[src/rtl/pmod_acl2_spi_responder.sv]
`timescale 1ns/1ps
`default_nettype none
// ============================================================================
// Module : pmod_acl2_spi_responder
// Brief  : ADXL362-style SPI register responder (Pmod ACL2 far-end model)
// Rev    : 1.0 - initial release
// ============================================================================
module pmod_acl2_spi_responder #(
  parameter int unsigned c_sck_min_div = 8,
  parameter logic [7:0]  c_id_devid_ad = 8'hAD
) (
  input  logic        i_clk_40mhz,
  input  logic        i_rst_40mhz,
  input  logic        i_sck,
  input  logic        i_csn,
  input  logic        i_mosi,
  output logic        o_miso,
  output logic        o_miso_en,
  input  logic        i_sample_valid,
  input  logic [63:0] i_sample_xyzt,
  output logic        o_wr_strobe,
  output logic [5:0]  o_wr_addr,
  output logic [7:0]  o_wr_data,
  output logic        o_busy
);

  localparam logic [2:0] c_st_idle    = 3'd0;
  localparam logic [2:0] c_st_cmd     = 3'd1;
  localparam logic [2:0] c_st_addr    = 3'd2;
  localparam logic [2:0] c_st_data_wr = 3'd3;
  localparam logic [2:0] c_st_data_rd = 3'd4;
  localparam logic [2:0] c_st_ignore  = 3'd5;

  localparam logic [7:0] c_cmd_write     = 8'h0A;
  localparam logic [7:0] c_cmd_read      = 8'h0B;
  localparam logic [7:0] c_soft_rst_code = 8'h52;
  localparam logic [5:0] c_addr_samp_lo  = 6'h0E;
  localparam logic [5:0] c_addr_samp_hi  = 6'h15;
  localparam logic [5:0] c_addr_cfg_lo   = 6'h1F;
  localparam logic [5:0] c_addr_cfg_hi   = 6'h2E;
  localparam logic [3:0] c_idx_2c        = 4'(6'h2C - 6'h1F);
  localparam logic [7:0] c_min_phase     = 8'(c_sck_min_div / 2 - 1);

  logic r_sck_s1, r_sck_s2, r_sck_d;
  logic r_csn_s1, r_csn_s2, r_csn_d;
  logic r_mosi_s1, r_mosi_s2;

  always_ff @(posedge i_clk_40mhz or posedge i_rst_40mhz) begin
    if (i_rst_40mhz) begin
      {r_sck_s1, r_sck_s2, r_sck_d} <= 3'b000;
      {r_csn_s1, r_csn_s2, r_csn_d} <= 3'b111;
      {r_mosi_s1, r_mosi_s2}        <= 2'b00;
    end else begin
      r_sck_s1  <= i_sck;
      r_sck_s2  <= r_sck_s1;
      r_sck_d   <= r_sck_s2;
      r_csn_s1  <= i_csn;
      r_csn_s2  <= r_csn_s1;
      r_csn_d   <= r_csn_s2;
      r_mosi_s1 <= i_mosi;
      r_mosi_s2 <= r_mosi_s1;
    end
  end

  logic w_sck_rise, w_sck_fall, w_cs_fall, w_cs_rise;
  assign w_sck_rise = r_sck_s2 & ~r_sck_d;
  assign w_sck_fall = ~r_sck_s2 & r_sck_d;
  assign w_cs_fall  = ~r_csn_s2 & r_csn_d;
  assign w_cs_rise  = r_csn_s2 & ~r_csn_d;

  logic [2:0] r_state;
  logic [2:0] r_bit_cnt;
  logic [6:0] r_rx;
  logic       r_is_read;
  logic [5:0] r_addr;
  logic [7:0] w_rx_byte;
  logic       w_byte_done;

  assign w_rx_byte   = {r_rx, r_mosi_s2};
  assign w_byte_done = w_sck_rise && (r_bit_cnt == 3'd7) &&
                       (r_state != c_st_idle) && (r_state != c_st_ignore);

  always_ff @(posedge i_clk_40mhz or posedge i_rst_40mhz) begin
    if (i_rst_40mhz) begin
      r_state   <= c_st_idle;
      r_bit_cnt <= 3'd0;
      r_rx      <= 7'd0;
      r_is_read <= 1'b0;
      r_addr    <= 6'd0;
    end else if (w_cs_rise) begin
      r_state   <= c_st_idle;
      r_bit_cnt <= 3'd0;
    end else if (r_state == c_st_idle) begin
      if (w_cs_fall) begin
        r_state   <= c_st_cmd;
        r_bit_cnt <= 3'd0;
      end
    end else if (w_sck_rise && (r_state != c_st_ignore)) begin
      r_rx      <= w_rx_byte[6:0];
      r_bit_cnt <= r_bit_cnt + 3'd1;
      if (w_byte_done) begin
        case (r_state)
          c_st_cmd: begin
            if (w_rx_byte == c_cmd_write) begin
              r_state   <= c_st_addr;
              r_is_read <= 1'b0;
            end else if (w_rx_byte == c_cmd_read) begin
              r_state   <= c_st_addr;
              r_is_read <= 1'b1;
            end else begin
              r_state <= c_st_ignore;
            end
          end
          // A read pre-loads reg[addr] here, so the pointer already moves on.
          c_st_addr: begin
            r_state <= r_is_read ? c_st_data_rd : c_st_data_wr;
            r_addr  <= r_is_read ? (w_rx_byte[5:0] + 6'd1) : w_rx_byte[5:0];
          end
          default: r_addr <= r_addr + 6'd1;
        endcase
      end
    end
  end

  logic [7:0] r_cfg [16];
  logic [7:0] r_samp [8];
  logic       r_soft_rst;
  logic       r_wr_strobe;
  logic [5:0] r_wr_addr;
  logic [7:0] r_wr_data;
  logic       w_wr_fire, w_cfg_wr_ok;
  logic [3:0] w_wr_idx;

  assign w_wr_fire   = w_byte_done && (r_state == c_st_data_wr);
  assign w_cfg_wr_ok = (r_addr >= c_addr_cfg_lo) && (r_addr <= c_addr_cfg_hi);
  assign w_wr_idx    = 4'(r_addr - c_addr_cfg_lo);

  always_ff @(posedge i_clk_40mhz or posedge i_rst_40mhz) begin
    if (i_rst_40mhz) begin
      for (int i = 0; i < 16; i++) r_cfg[i] <= (4'(i) == c_idx_2c) ? 8'h13 : 8'h00;
      r_soft_rst  <= 1'b0;
      r_wr_strobe <= 1'b0;
      r_wr_addr   <= 6'd0;
      r_wr_data   <= 8'd0;
    end else begin
      r_wr_strobe <= w_wr_fire && w_cfg_wr_ok;
      r_soft_rst  <= w_wr_fire && w_cfg_wr_ok && (r_addr == c_addr_cfg_lo) &&
                     (w_rx_byte == c_soft_rst_code);
      if (r_soft_rst)
        for (int i = 0; i < 16; i++) r_cfg[i] <= (4'(i) == c_idx_2c) ? 8'h13 : 8'h00;
      if (w_wr_fire && w_cfg_wr_ok) begin
        r_cfg[w_wr_idx] <= w_rx_byte;
        r_wr_addr       <= r_addr;
        r_wr_data       <= w_rx_byte;
      end
    end
  end

  always_ff @(posedge i_clk_40mhz or posedge i_rst_40mhz) begin
    if (i_rst_40mhz) begin
      for (int k = 0; k < 8; k++) r_samp[k] <= 8'h00;
    end else if (i_sample_valid) begin
      for (int k = 0; k < 8; k++) r_samp[k] <= i_sample_xyzt[8*k +: 8];
    end
  end

  logic [5:0] w_rd_addr;
  logic [7:0] w_rd_byte;
  logic       w_tx_load;

  assign w_rd_addr = (r_state == c_st_addr) ? w_rx_byte[5:0] : r_addr;
  assign w_tx_load = w_byte_done &&
                     (((r_state == c_st_addr) && r_is_read) || (r_state == c_st_data_rd));

  always_comb begin
    w_rd_byte = 8'h00;
    if (w_rd_addr == 6'h00)      w_rd_byte = c_id_devid_ad;
    else if (w_rd_addr == 6'h01) w_rd_byte = 8'h1D;
    else if (w_rd_addr == 6'h02) w_rd_byte = 8'hF2;
    else if (w_rd_addr == 6'h03) w_rd_byte = 8'h01;
    else if ((w_rd_addr >= c_addr_samp_lo) && (w_rd_addr <= c_addr_samp_hi))
      w_rd_byte = r_samp[3'(w_rd_addr - c_addr_samp_lo)];
    else if ((w_rd_addr >= c_addr_cfg_lo) && (w_rd_addr <= c_addr_cfg_hi))
      w_rd_byte = r_cfg[4'(w_rd_addr - c_addr_cfg_lo)];
  end

  logic [7:0] r_tx;
  logic       r_miso, r_miso_en;

  always_ff @(posedge i_clk_40mhz or posedge i_rst_40mhz) begin
    if (i_rst_40mhz) begin
      r_tx      <= 8'h00;
      r_miso    <= 1'b0;
      r_miso_en <= 1'b0;
    end else begin
      r_miso_en <= ~r_csn_d;
      if (w_tx_load)
        r_tx <= w_rd_byte;
      else if ((r_state == c_st_data_rd) && w_sck_fall)
        r_tx <= {r_tx[6:0], 1'b0};
      if ((r_state != c_st_data_rd) || w_cs_rise)
        r_miso <= 1'b0;
      else if (w_sck_fall)
        r_miso <= r_tx[7];
    end
  end

  // SCK phase monitor: flags an SCK half-period shorter than c_sck_min_div/2 cycles.
  logic [7:0] r_phase_cnt;
  always_ff @(posedge i_clk_40mhz or posedge i_rst_40mhz) begin
    if (i_rst_40mhz)                    r_phase_cnt <= 8'hFF;
    else if (w_sck_rise || w_sck_fall)  r_phase_cnt <= 8'h00;
    else if (r_phase_cnt != 8'hFF)      r_phase_cnt <= r_phase_cnt + 8'd1;
  end

  always @(posedge i_clk_40mhz) begin
    if (!i_rst_40mhz && !r_csn_s2 && (w_sck_rise || w_sck_fall))
      assert (r_phase_cnt >= c_min_phase) else $error("SCK phase below minimum");
  end

  assign o_miso      = r_miso;
  assign o_miso_en   = r_miso_en;
  assign o_wr_strobe = r_wr_strobe;
  assign o_wr_addr   = r_wr_addr;
  assign o_wr_data   = r_wr_data;
  assign o_busy      = (r_state != c_st_idle);

endmodule
`default_nettype wire
[config.mk]
export PLATFORM = sky130hd
export DESIGN_NAME = pmod_acl2_spi_responder
export DESIGN_NICKNAME = d
export VERILOG_FILES = /design/src/rtl/pmod_acl2_spi_responder.sv
export SDC_FILE = /design/constraint.sdc
export NUM_CORES = 1
export LEC_CHECK = 0
export ABC_AREA = 1
export CORE_MARGIN = 1.5
export CORE_UTILIZATION = 50
export CTS_CLUSTER_DIAMETER = 200
export DETAILED_ROUTE_END_ITERATION = 10
export DONT_BUFFER_PORTS = 1
export PLACE_DENSITY_LB_ADDON = 0.05
export SYNTH_ARGS = -nofsm -noshare
export SYNTH_HDL_FRONTEND = slang
export SYNTH_SLANG_ARGS = --single-unit
export TNS_END_PERCENT = 1
[constraint.sdc]
create_clock -name i_clk_40mhz -period 10.1 [get_ports i_clk_40mhz]
set_input_delay 2.02 -clock i_clk_40mhz [delete_from_list [all_inputs] [get_ports i_clk_40mhz]]
set_output_delay 2.02 -clock i_clk_40mhz [all_outputs]
set_load 0.005 [all_outputs]
==> summary.txt <==
Detailed routing
  • Drt via density: 5.80
  • Post-Route WL: roughly 33000 microns
  • Total number of vias: 9547
  • DRT iter0 DRCs: 939
  • Antenna viol nets, final: 0
  • Pre-antenna DRT Iters: 5
  • DRC viols: 0
  • WL/cell: between 20 and 25 microns

Final layout
  • Core Util, Final: 0.547
  • Seq. cell area: 0.00616 sq mm
  • Final net count: 1389
  • Area growth, synth to finish: 7.72%
  • Layout cells sized above 1: 0.117
  • ANT cells: 0
  • Fill cell total of the finished layout: between 2000 and 2500
  • Area of the multi-input gates: 0.00481 sq mm

Critical path
  • CP Max Fanout: 19
  • Most used cell, CP: nand2_1
  • Slowest CP cell: nand2_1
  • CP startpoint kind: flip-flop
  • Setup crit end kind: flip-flop
  • CP peak stage delay: roughly 0.7 ns
  • Cell family with most CP delay: simple AND/OR/NAND/NOR gates
  • Worst Path Required: 10.58 ns
  • Critical path, cell by cell: clkinv_1 -> nand3_1 -> nand2_1 -> nand2_1 -> buf_4 -> nand2_1 -> nand2_1 -> nand3_1 -> nand3_1 -> nand3_1 -> nand2_1 -> nand2_1 -> nand2_1 -> nand2_1 -> nand2_1 -> nand2_1 -> nand2_1
  • CP bufs+invs: 2
  • Crit Path Class: flip-flop to flip-flop
  • Worst EP arrival: approximately 4 ns

Clocking
  • Resized cells post-CTS: 0
  • Hold buffers post-CTS: 0
  • Clk_lat worst skew: 0.54 ns
  • Root Buffer: clkbuf_16
  • Clock tree buffer depth: 3
  • CTS tree: built
  • Clock-pin transition on the worst setup and hold timing paths: 0.06 ns
  • Post-CTS Setup Inserts: 0
  • Total CTS buffers: 27
  • H-tree Lvls: 1
  • Clk sink count: around 250

STA
  • Relative slew slack: 0.358
  • Pin slew with the least headroom to its limit: 0.964 ns
  • Crit share post-route: 0.348
  • Max Slew Vio Count: 0
  • Final worst clock skew: 0.0100 ns
  • RSZ-0062 raised after global routing: no
  • Final setup viols: 0
  • Post-layout minimum cycle time: 3.51 ns
  • Max frequency: 0.285 GHz
  • Setup TNS Final: 0 ns
  • Fin. Hold Viols: 0

Yosys
  • Main combinational cell family by area after synthesis: simple AND/OR/NAND/NOR gates
  • Top cell type's share of synthesized area: 0.507
  • #FFs+latches synth: 246
  • Seq/Total Area, Yosys: 0.520
  • Predominant post-synthesis flop cell: dfrtp_1
  • YS warnings: 0
  • Synthesized Nets: between 1000 and 1500
  • Post-Synth Adder-Cell Area: 0.00950
  • Asr flop ratio synth: 1.00
  • Post-Syn Area: 0.0118 sq mm
  • Post-synthesis mux area share: 0.0294
  • Simple logic cell fraction of the synthesized area: 0.229
  • Most frequent cell after synthesis: dfrtp_1
  • Number of synthesized flops with an enable pin: 0
  • Xor and xnor area share after synthesis: 0.00148
  • Synth Instances: approximately 1400
  • Yosys cell types: 49
  • Post-synth top cells: dfrtp_1 (240), nand2_1 (217), nand3_1 (180), o21ai_0 (126), inv_1 (103)
  • Mean Syn Cell Area: about 8.8 sq um
  • Area fraction in compound gates after synthesis: 0.136
  • Synth area leaders: dfrtp_1 (51%), nand3_1 (7.6%), nand2_1 (6.9%), o21ai_0 (5.3%), inv_1 (3.3%)
  • Synth area leader: dfrtp_1

Run status
  • Status: complete, no violations

Die
  • Die ar.: 0.0246 sq mm
  • IO Pins: 88
  • CORE AREA: 0.0233 sq mm
  • Row Count: between 50 and 60
  • Starting Density: 0.508
  • DIE HEIGHT: 157 microns
  • Die X: 157 microns

GRT
  • Initial antenna violation count: 0
  • Largest net degree at the start of global routing: 115
  • Total GRT Usage: 0.279
  • First-pass GRT wire length: 53000 microns
  • Total grt overflow: 0
  • Number of global-route vias before repair: 9273

Placed design
  • Routability cong.: 0.853
  • Final HPWL DP: 21100 microns
  • Port bufs: 0

Pwr
  • Leakage power: 5.76 nW
  • Power density cells: 191 mW/mm^2
  • Max IR drop VDD: 0.190 mV

Hold path
  • Hold Path Class: flip-flop to flip-flop

Run
  • Max-cap violations: 0
## final cells by class
type                       instances  area share
inverter                         122      0.0372
tap                              319      0.0313
timing repair buffer               8     0.00471
multi-input combinational        905       0.377
clock inverter                     7     0.00471
clock buffer                      40      0.0622
sequential                       246       0.483
## sequential cells by signal (all words and copies together), names as in the netlist, 3 cells and up
register   flops
o_wr_addr      6
o_wr_data      8
r_addr         6
r_bit_cnt      3
r_cfg        128
r_rx           7
r_samp        64
r_state        3
r_tx           8
## layer usage
metal | global-route usage | share of wire | up-vias
met3 | 0.0330 | 0.064 | 59
met1 | 0.395 | 0.46 | 4681
met2 | 0.449 | 0.45 | 327
met4 | 0.0912 | 0.032 | 0
met5 | 0 | 0 | -
li1 | - | - | 4480
## cell families after synthesis
family | after synthesis
simple gates | 574
fa+ha+maj | 9
flops | 246
buf+inv | 202
mux | 31
compound gates | 289
xor+xnor | 2
## where the power goes
group	switching (mW)	total, mW	internal, mW
registers	0.0511	1.10	1.05
clock network	0.393	0.957	0.564
logic	0.290	0.385	0.0951
## worst paths after layout
kind                       cells past startpoint  slack, ns                endpoint                 from
min in group asynchronous                      1       1.48  r_samp[35]$_DFFE_PP0P_          i_rst_40mhz
max in group asynchronous                      2       7.12  r_samp[22]$_DFFE_PP0P_          i_rst_40mhz
setup / recovery                              17       6.59     r_tx[5]$_DFFE_PP0P_  r_mosi_s2$_DFF_PP0_
hold reg to reg                                0       0.35     r_mosi_s2$_DFF_PP0_  r_mosi_s1$_DFF_PP0_
setup reg to reg                              17       6.59     r_tx[5]$_DFFE_PP0P_  r_mosi_s2$_DFF_PP0_
hold / removal                                 0       0.35     r_mosi_s2$_DFF_PP0_  r_mosi_s1$_DFF_PP0_
## through the flow
step,total power [mW],cells,cell area [sq um],setup slack (ns),hold slack (ns)
final,2.44,1647,12800,6.59,0.346
after floorplan,1.37,1353,11800,1.33,0.331
after CTS,2.46,1647,12800,6.61,0.349
after global placement,1.50,1600,11900,6.48,0.333
after global routing,2.54,1647,12800,6.34,0.355
after detailed placement,1.50,1600,11900,6.46,0.335
## layout by cell type, fill, tap and decap left out, types with 5 or more instances in the layout
master / synthesis / routed
nand2_2: 15 / 15
clkbuf_16: 0 / 27
o22a_1: 7 / 7
nand3b_1: 8 / 8
o21ai_0: 126 / 126
clkbuf_1: 37 / 6
or2_2: 9 / 9
o22ai_1: 18 / 18
nand3_2: 5 / 5
nand3_1: 180 / 180
dfstp_2: 6 / 6
clkinv_2: 0 / 7
a22oi_1: 7 / 7
dfrtp_1: 240 / 240
o2111ai_1: 10 / 10
ha_1: 9 / 9
buf_4: 5 / 8
nor3_1: 9 / 9
inv_2: 15 / 14
or2_1: 6 / 6
nand2_4: 5 / 5
a21oi_1: 28 / 28
nand4_1: 15 / 15
nand2_1: 217 / 217
o21ai_2: 5 / 5
clkbuf_8: 0 / 7
nor2_1: 88 / 88
o21ai_1: 72 / 72
inv_1: 103 / 102
mux2_2: 30 / 30
o211ai_1: 6 / 6
(Power assumes the default switching activity.)
